**src/rtl/vm_pkg.sv**
```systemverilog
// Shared coin-bus definitions for the vending machine
// and its customer-side sequencer.
package vm_pkg;

  localparam logic [1:0] COIN_NONE = 2'b00;
  localparam logic [1:0] COIN_FIVE = 2'b01;
  localparam logic [1:0] COIN_TEN  = 2'b10;

  localparam int VAL_FIVE  = 5;
  localparam int VAL_TEN   = 10;
  localparam int DEF_PRICE = 15;

  typedef enum logic [1:0] {
    IDLE,
    ISSUE,
    WAIT,
    FINISH
  } seq_state_t;

  function automatic logic [4:0] coin_value(
    input logic [1:0] c
  );
    logic [4:0] v;
    v = '0;
    unique case (1'b1)
      c == COIN_FIVE: v = 5'(VAL_FIVE);
      c == COIN_TEN:  v = 5'(VAL_TEN);
      default:        v = '0;
    endcase
    return v;
  endfunction

endpackage

```
**src/rtl/vm_credit_mirror.sv**
```systemverilog
// Tracks machine credit and predicts the Mealy
// product/change response to the next coin.
module vm_credit_mirror
  import vm_pkg::*;
#(
  parameter int PRICE = DEF_PRICE
) (
  input  logic       clk,
  input  logic       rst,
  input  logic       clear,
  input  logic       apply,
  input  logic [4:0] value,
  output logic [4:0] credit_nxt,
  output logic       exp_product,
  output logic       exp_change
);

  logic [4:0] credit;
  logic [5:0] sum;

  assign sum = {1'b0, credit} + {1'b0, value};
  assign exp_product = sum >= 6'(PRICE);
  assign exp_change  = sum >  6'(PRICE);
  assign credit_nxt  = exp_product ? '0 : sum[4:0];

  always_ff @(posedge clk or negedge rst) begin
    if (!rst) begin
      credit <= '0;
    end else if (clear) begin
      credit <= '0;
    end else if (apply) begin
      credit <= credit_nxt;
    end
  end

endmodule

```
**src/rtl/coin_sequencer.sv**
```systemverilog
// Customer-side coin driver: issues a purse of coins
// and checks the machine's vend/change responses.
module coin_sequencer
  import vm_pkg::*;
#(
  parameter int CNT_W  = 4,
  parameter int GAP    = 0,
  parameter int PRICE  = DEF_PRICE,
  parameter int STAT_W = 8
) (
  input  logic              clk,
  input  logic              rst,
  input  logic              start,
  input  logic [CNT_W-1:0]  num_five,
  input  logic [CNT_W-1:0]  num_ten,
  input  logic              tens_first,
  input  logic              product,
  input  logic              change,
  output logic [1:0]        coin,
  output logic              busy,
  output logic              done,
  output logic [STAT_W-1:0] vend_count,
  output logic [STAT_W-1:0] change_count,
  output logic [4:0]        residue,
  output logic              mismatch
);

  localparam int GW = (GAP > 1) ? $clog2(GAP) : 1;

  seq_state_t       state;
  logic [CNT_W-1:0] nf;
  logic [CNT_W-1:0] nt;
  logic             order;
  logic [GW-1:0]    gcnt;

  logic             accept;
  logic [CNT_W-1:0] nf_dec;
  logic [CNT_W-1:0] nt_dec;
  logic             more;
  logic [4:0]       credit_nxt;
  logic             exp_product;
  logic             exp_change;
  logic             bad_issue;
  logic             stray;

  function automatic logic [1:0] pick(
    input logic             tf,
    input logic [CNT_W-1:0] f,
    input logic [CNT_W-1:0] t
  );
    if (tf) return (t != '0) ? COIN_TEN : COIN_FIVE;
    return (f != '0) ? COIN_FIVE : COIN_TEN;
  endfunction

  assign accept = (state == IDLE) && start;
  assign nf_dec = nf - CNT_W'(coin == COIN_FIVE);
  assign nt_dec = nt - CNT_W'(coin == COIN_TEN);
  assign more   = (nf_dec != '0) || (nt_dec != '0);

  assign bad_issue = (product != exp_product) ||
                     (change  != exp_change);
  assign stray     = product || change;

  vm_credit_mirror #(
    .PRICE(PRICE)
  ) u_mirror (
    .clk        (clk),
    .rst        (rst),
    .clear      (accept),
    .apply      (state == ISSUE),
    .value      (coin_value(coin)),
    .credit_nxt (credit_nxt),
    .exp_product(exp_product),
    .exp_change (exp_change)
  );

  always_ff @(posedge clk or negedge rst) begin
    if (!rst) begin
      state        <= IDLE;
      coin         <= COIN_NONE;
      busy         <= 1'b0;
      done         <= 1'b0;
      nf           <= '0;
      nt           <= '0;
      order        <= 1'b0;
      gcnt         <= '0;
      vend_count   <= '0;
      change_count <= '0;
      residue      <= '0;
      mismatch     <= 1'b0;
    end else begin
      done <= 1'b0;
      unique case (state)
        IDLE: begin
          if (start) begin
            nf           <= num_five;
            nt           <= num_ten;
            order        <= tens_first;
            vend_count   <= '0;
            change_count <= '0;
            residue      <= '0;
            mismatch     <= 1'b0;
            busy         <= 1'b1;
            if (num_five == '0 && num_ten == '0) begin
              state <= FINISH;
              coin  <= COIN_NONE;
              done  <= 1'b1;
            end else begin
              state <= ISSUE;
              coin  <= pick(tens_first, num_five, num_ten);
            end
          end
        end
        ISSUE: begin
          nf <= nf_dec;
          nt <= nt_dec;
          if (product && vend_count != '1)
            vend_count <= vend_count + STAT_W'(1);
          if (change && change_count != '1)
            change_count <= change_count + STAT_W'(1);
          if (bad_issue)
            mismatch <= 1'b1;
          if (!more) begin
            state   <= FINISH;
            coin    <= COIN_NONE;
            done    <= 1'b1;
            residue <= credit_nxt;
          end else if (GAP > 0) begin
            state <= WAIT;
            coin  <= COIN_NONE;
            gcnt  <= GW'(GAP - 1);
          end else begin
            coin <= pick(order, nf_dec, nt_dec);
          end
        end
        WAIT: begin
          if (stray)
            mismatch <= 1'b1;
          if (gcnt == '0) begin
            state <= ISSUE;
            coin  <= pick(order, nf, nt);
          end else begin
            gcnt <= gcnt - GW'(1);
          end
        end
        FINISH: begin
          if (stray)
            mismatch <= 1'b1;
          state <= IDLE;
          busy  <= 1'b0;
        end
      endcase
    end
  end

endmodule

```
**config.mk**
```make
export PLATFORM = sky130hd
export DESIGN_NAME = coin_sequencer
export DESIGN_NICKNAME = d
export VERILOG_FILES = /design/src/rtl/vm_pkg.sv /design/src/rtl/vm_credit_mirror.sv /design/src/rtl/coin_sequencer.sv
export SDC_FILE = /design/constraint.sdc
export NUM_CORES = 1
export LEC_CHECK = 0
export CAP_MARGIN = 25
export CORE_MARGIN = 1.5
export CORE_UTILIZATION = 28
export DETAILED_ROUTE_END_ITERATION = 7
export SLEW_MARGIN = 15
export SYNTH_ARGS = -nofsm -noshare
export SYNTH_HDL_FRONTEND = slang
export SYNTH_HIERARCHICAL = 1
export SYNTH_SLANG_ARGS = --single-unit
```
**constraint.sdc**
```tcl
create_clock -name clk -period 8.76 [get_ports clk]
set_clock_uncertainty 0.15 [all_clocks]
set_input_delay 0.876 -clock clk [delete_from_list [all_inputs] [get_ports clk]]
set_output_delay 0.876 -clock clk [all_outputs]
set_load 0.05 [all_outputs]
```
======== Word-level counts from Yosys, hierarchy flattened ========
Cells that the tools add are included.
storage, ports and cells
  input port bits ......................... 14
  flip-flop bits (word level) ............. 43
  output and inout bits ................... 26
  logic and storage cells ................. 125
operators by class
  add/sub/neg operators ................... 6
  $lt $le $gt $ge ......................... 2
  muxes and demuxes ....................... 58
  reduce and logical (&&, ||, !) cells .... 30
  equal/unequal tests ..................... 16
operator list
  operator                                                                number
  2-bit two-way mux                                                       20
  8-bit case mux with 2 select lines                                      2
  5-bit two-way mux                                                       5
  8-bit two-way mux                                                       3
  4-bit case mux with 2 select lines                                      3
  4-bit nonzero test                                                      6
  3-bit AND reduction                                                     6
  1-bit two-way mux                                                       17
  8-bit by 1-bit adder with 8-bit output (second input constant)          2
  8-bit inequality test (second input constant)                           2
  2-bit inequality test (second input constant)                           6
  5-bit case mux with 2 select lines                                      1
  4-bit logical NOT                                                       2
  4-bit two-way mux                                                       2
  2-bit case mux with 4 select lines                                      1
  4-bit by 1-bit subtractor with 4-bit output                             2
  5-bit by 4-bit adder with 6-bit output                                  1
  2-bit equality test (second input constant)                             3
  6-bit by 4-bit >= comparator with 1-bit output (second input constant)  1
  6-bit by 4-bit > comparator with 1-bit output (second input constant)   1
  2-bit case mux with 3 select lines                                      1
  2-bit AND reduction                                                     3
  2-bit nonzero test                                                      3
  2-bit by 1-bit equality test with 1-bit output (second input constant)  2
  other kinds (10)                                                        17

======== Longest topological paths before layout ========
  word-level depth ........................ 9
  gate-level depth with buffers ........... 13
  mapped depth without buffers ............ 13

======== By module ========
Netlist, hierarchy kept.
modules (own cells, without submodules)
  module            instances  area an instance (um^2)  cells each  seq. area each (um^2)
  coin_sequencer    1          2154.6                   229         925.9
  vm_credit_mirror  1          460.4                    49          125.1

======== Worst setup path after synthesis ========
No wires, ideal clock.
  kind .................................... reg-to-reg
  start point ............................. register coin[0]
  end point ............................... register mismatch
  path slack .............................. 5.494 ns
  data required time ...................... 8.473 ns
  arrival time ............................ 2.979 ns
  setup time .............................. 0.137 ns
  buffers on the path ..................... 0
  cell stages (with the launch flop) ...... 14
  clock period less this slack ............ 3.266 ns
  cell sequence ........................... dfrtp_1 -> nor2b_1 -> ha_1 -> inv_1 -> fa_1 -> nand2b_1 -> o41a_1 -> nor4_4 -> o21ai_2 -> xnor2_1 -> nand3_1 -> o311ai_0 -> nand2_1 -> o21ai_0
between the ends
  cells in the longest elaborated chain, start to end .. 8
  elaborated cells on any way between the ends .. 11
  those cells by class .................... 1 x add/sub; 2 x order compare; 5 x eq/ne; 1 x mux; 2 x reduce/logical
ends and longest elaborated chain
  element                                                                                RTL line                    text
  start, declared                                                                        coin_sequencer.sv:19        output logic [1:0] coin,
  start signal, assigned                                                                 coin_sequencer.sv:110       coin <= pick(tens_first, num_five, num_ten);
  start signal, assigned                                                                 coin_sequencer.sv:133       coin <= pick(order, nf_dec, nt_dec);
  start signal, assigned                                                                 coin_sequencer.sv:141       coin <= pick(order, nf, nt);
  2-bit equality test or 2-bit by 1-bit equality test with 1-bit output (tied branches)  vm_pkg.sv:27, vm_pkg.sv:26
  4-bit case mux with 2 select lines (*)                                                 vm_pkg.sv:25                unique case (1'b1)
  5-bit by 4-bit adder with 6-bit output (*)                                             vm_credit_mirror.sv:21      assign sum = {1'b0, credit} + {1'b0, value};
  6-bit by 4-bit >= comparator with 1-bit output (*)                                     vm_credit_mirror.sv:22      assign exp_product = sum >= 6'(PRICE);
  named net exp_product                                                                  coin_sequencer.sv:41        logic exp_product;
  1-bit inequality test (*)                                                              coin_sequencer.sv:60        assign bad_issue = (product != exp_product) ||
  1-bit logical OR (*)                                                                   coin_sequencer.sv:60
  2-bit inequality test (no line) (*)                                                    n/a
  3-bit AND reduction (no line) (*)                                                      n/a
  end signal, assigned                                                                   coin_sequencer.sv:90        mismatch <= 1'b0;
  end signal, assigned                                                                   coin_sequencer.sv:102       mismatch <= 1'b0;
  end signal, assigned                                                                   coin_sequencer.sv:122       mismatch <= 1'b1;
  end, declared                                                                          coin_sequencer.sv:25        output logic mismatch
The timed path passes the listed nets; every way through them passes the cells marked *.
A chain may end at the register's enable or synchronous reset.

======== Final worst setup path ========
Same ends and word-level chain as after synthesis.

==> qor.yml <==
setup_path:
  required_ns: 8.77
  rrSetupSlack_ns: 5.59
  endpoint: "mismatch"
  critical_path_depth: 13
  cp.arrival_ns: 3.19
  r2r-end: "mismatch"
  critPathKind: "reg2reg"
  r2r_start: "coin[0]"
  worstRegToRegCells: 13
  critical-path-top-delay-family: "simple AND/OR/NAND/NOR gates"
  crit_fanout: 6
  endpoint_kind: "flip-flop"
  cp_slowest_stage_delay_ns: 0.42
  cp_num_buf_inv: 1
  crit_path_start: "coin[0]"
  crit_slowest_cell: "dfrtp_1"
  start_kind: "flip-flop"
  path_cells: "nor2b_1 > ha_1 > inv_1 > fa_1 > nand2b_1 > o41a_1 > nor4_4 > o21ai_2 > xnor2_1 > nand3_1 > o311ai_0 > nand2_1 > o21ai_0"
layout:
  syn2layout_area_growth_pct: 23.4
  final_cells: 431
  diodes: 0
  mostFrequentLayoutCells: "42 x dfrtp_1, 38 x clkdlybuf4s50_1, 34 x nor2_1"
  final_net_count: 351
  final_common_cell: "dfrtp_1"
  drive_gt1_share_pct: 8.13
power_and_ir_drop:
  ir_worst_vdd_uv: 154
  cellPowerDensity_mw_per_mm2: 306
  total_power_mw: 0.988
  power_leakage_nw: 1.37
timing:
  fmax_ghz: 0.315
  setup-tns-final_ns: 0
  post-route-period-util_pct: 36.2
  max-slew-margin-rel_pct: 40.3
  rsz0062_at_grt: "false"
  finalHoldViolations: 0
  min_period_ns: 3.17
  tightest_slew_ns: 0.892
  slew_viol_final: 0
  finalSetupViolCount: 0
  timing.hold.ws_ns: 0.282
placement:
  dp_cells: 422
  io_buffers: 39
  routabilityCongestion: 0.834
  hpwl_mm: 4.47
logic_synthesis:
  synth_edf_count: 0
  synth_cells: 278
  synth_area_per_cell_um2: 9.41
  yosysSeqAreaShare_pct: 40.2
  async_flop_share_pct: 100
  ys_seq_elements: 42
  ys_top_cells_by_area: "dfrtp_1 40%, ha_1 8.1%, nor2_1 4.9%, a21oi_1 4.0%, xnor2_1 3.0%"
  synth_ff_type: "dfrtp_1"
  ys_types: 55
  ys_warn_count: 6
  synthesis.area_mm2: 0.00262
  syn-num-nets: 310
  yosysTopAreaCellShare_pct: 40.2
  yosys.area.top_type: "dfrtp_1"
drt:
  vias: 2149
  drt_first_pass_iters: 4
  wire_per_inst_um: 13.8
  drt-total-wl_mm: 5.96
  detail-route-antenna-nets: 0
  dr.first_iter.drc_count: 78
  drcViolationCount: 0
  viasPerCell: 4.99
clock_network:
  ctsLongestPathBuffers: 2
  cts-root-buf: "clkbuf_8"
  cts_buffers: 5
  post_cts_buffers: 0
  clk_pin_slew_ns: 0.09
  numClockSinks: 42
  cts_tree: "built"
  cts_hold_buf: 0
  worstSkewPairLatency_ns: 0.29
  cts_max_level: 2
  cts-resized-gates: 0
global_routing:
  grt_max_degree: 43
  antenna_found_initial: 0
  grt_overflow_total: 0
  grt_use_total_pct: 12.9
  grt_pass1_vias: 2138
  grt_pass1_wl_mm: 10.4
job:
  maxCapViolCount: 0
die:
  dieWidth_um: 99.6
  start_util_pct: 28.6
  row_count: 35
  die_area_mm2: 0.00993
  die_h_um: 99.6
  io_pins: 40
  core_mm2: 0.00915
hold_path:
  hold_class: "in2async"
status:
  status: "complete, no violations"
-- power breakdown --
| part | total (mW) | internal, mW | switching [mW] | leakage (nW) |
|---|---|---|---|---|
| logic | 0.550 | 0.206 | 0.345 | 0.784 |
| clock network | 0.133 | 0.0635 | 0.0696 | 0.0472 |
| registers | 0.304 | 0.247 | 0.0572 | 0.543 |
| total | 0.988 | 0.516 | 0.472 | 1.37 |
-- layer usage --
| metal | GRT usage (%) | wire length (um) | vias to the layer above |
|---|---|---|---|
| met4 | 2.38 | 25 | 0 |
| li1 | - | - | 1067 |
| met2 | 22.2 | 2920 | 35 |
| met5 | 0 | 0 | - |
| met1 | 16.9 | 2830 | 1045 |
| met3 | 2.60 | 195 | 2 |
-- Yosys cell counts (all sizes together), types with 2 or more instances --
cell type / n
o2111ai: 2
xnor2: 9
nand4: 3
o211ai: 5
o22ai: 2
nand2b: 6
xor2: 9
nand2: 19
a22o: 7
nor3b: 2
o31ai: 4
clkbuf: 5
dfrtp: 42
or3b: 2
conb: 2
nand3: 13
o21ai: 16
a211oi: 2
ha: 17
a21oi: 21
and3: 2
inv: 18
or3: 3
buf: 2
o311ai: 2
nor2b: 5
nor2: 34
nor4: 5
-- sequential cells by signal, summed over array words and instances, names as in the netlist --
| signal | flops |
|---|---|
| busy | 1 |
| change_count | 8 |
| coin | 2 |
| done | 1 |
| mismatch | 1 |
| nf | 4 |
| nt | 4 |
| order | 1 |
| residue | 5 |
| state | 2 |
| u_mirror/credit | 5 |
| vend_count | 8 |
-- how the worst min path moves through the flow --
| stage | start | slack (ns) | to | cells past startpoint |
|---|---|---|---|---|
| after CTS | mismatch | 0.34 | mismatch | 2 |
| after detailed placement | mismatch | 0.32 | mismatch | 2 |
| after global placement | mismatch | 0.32 | mismatch | 2 |
| after global routing | rst | 0.29 | nf[1] | 1 |
| final | rst | 0.28 | nf[1] | 1 |
| after floorplan | u_mirror/credit[4] | 0.31 | u_mirror/credit[4] | 1 |
-- final cells by class --
class | instances | area (um^2)
clock inverter | 2 | 12.5
clock buffer | 6 | 82.6
inverter | 18 | 67.6
multi-input combinational | 211 | 1460
tap | 111 | 139
timing repair buffer | 41 | 413
fill | 915 | 5920
sequential | 42 | 1050
-- cell families after synthesis --
logic type,after synthesis,share of synthesized area (%)
adder cells (fa/ha/maj),18,8.90
multiplexers,2,0.957
XOR/XNOR,18,6.03
AO/OA/AOI/OAI,71,19.3
other,2,0.287
flip-flops,42,40.2
AND/OR/NAND/NOR,100,20.5
buffers and inverters,25,3.88
-- worst register-to-register path, delay by kind of cell (launching register included) --
family | cells | cell delay (ns)
simple gates | 5 | 0.88
xor+xnor | 1 | 0.15
buf+inv | 1 | 0.06
fa+ha+maj | 2 | 0.61
compound gates | 4 | 0.78
flops | 1 | 0.42
-- stage by stage --
step           util [%]  area, um^2  worst slack [ns]
6_report           35.3        3230              5.59
5_1_grt            35.3        3230              5.37
4_1_cts            35.1        3210              5.57
3_5_place_dp       34.0        3110              5.59
3_3_place_gp       34.0        3110              5.69
2_1_floorplan         -        2620              5.49
Note: power is estimated with default switching activity, not from simulation.
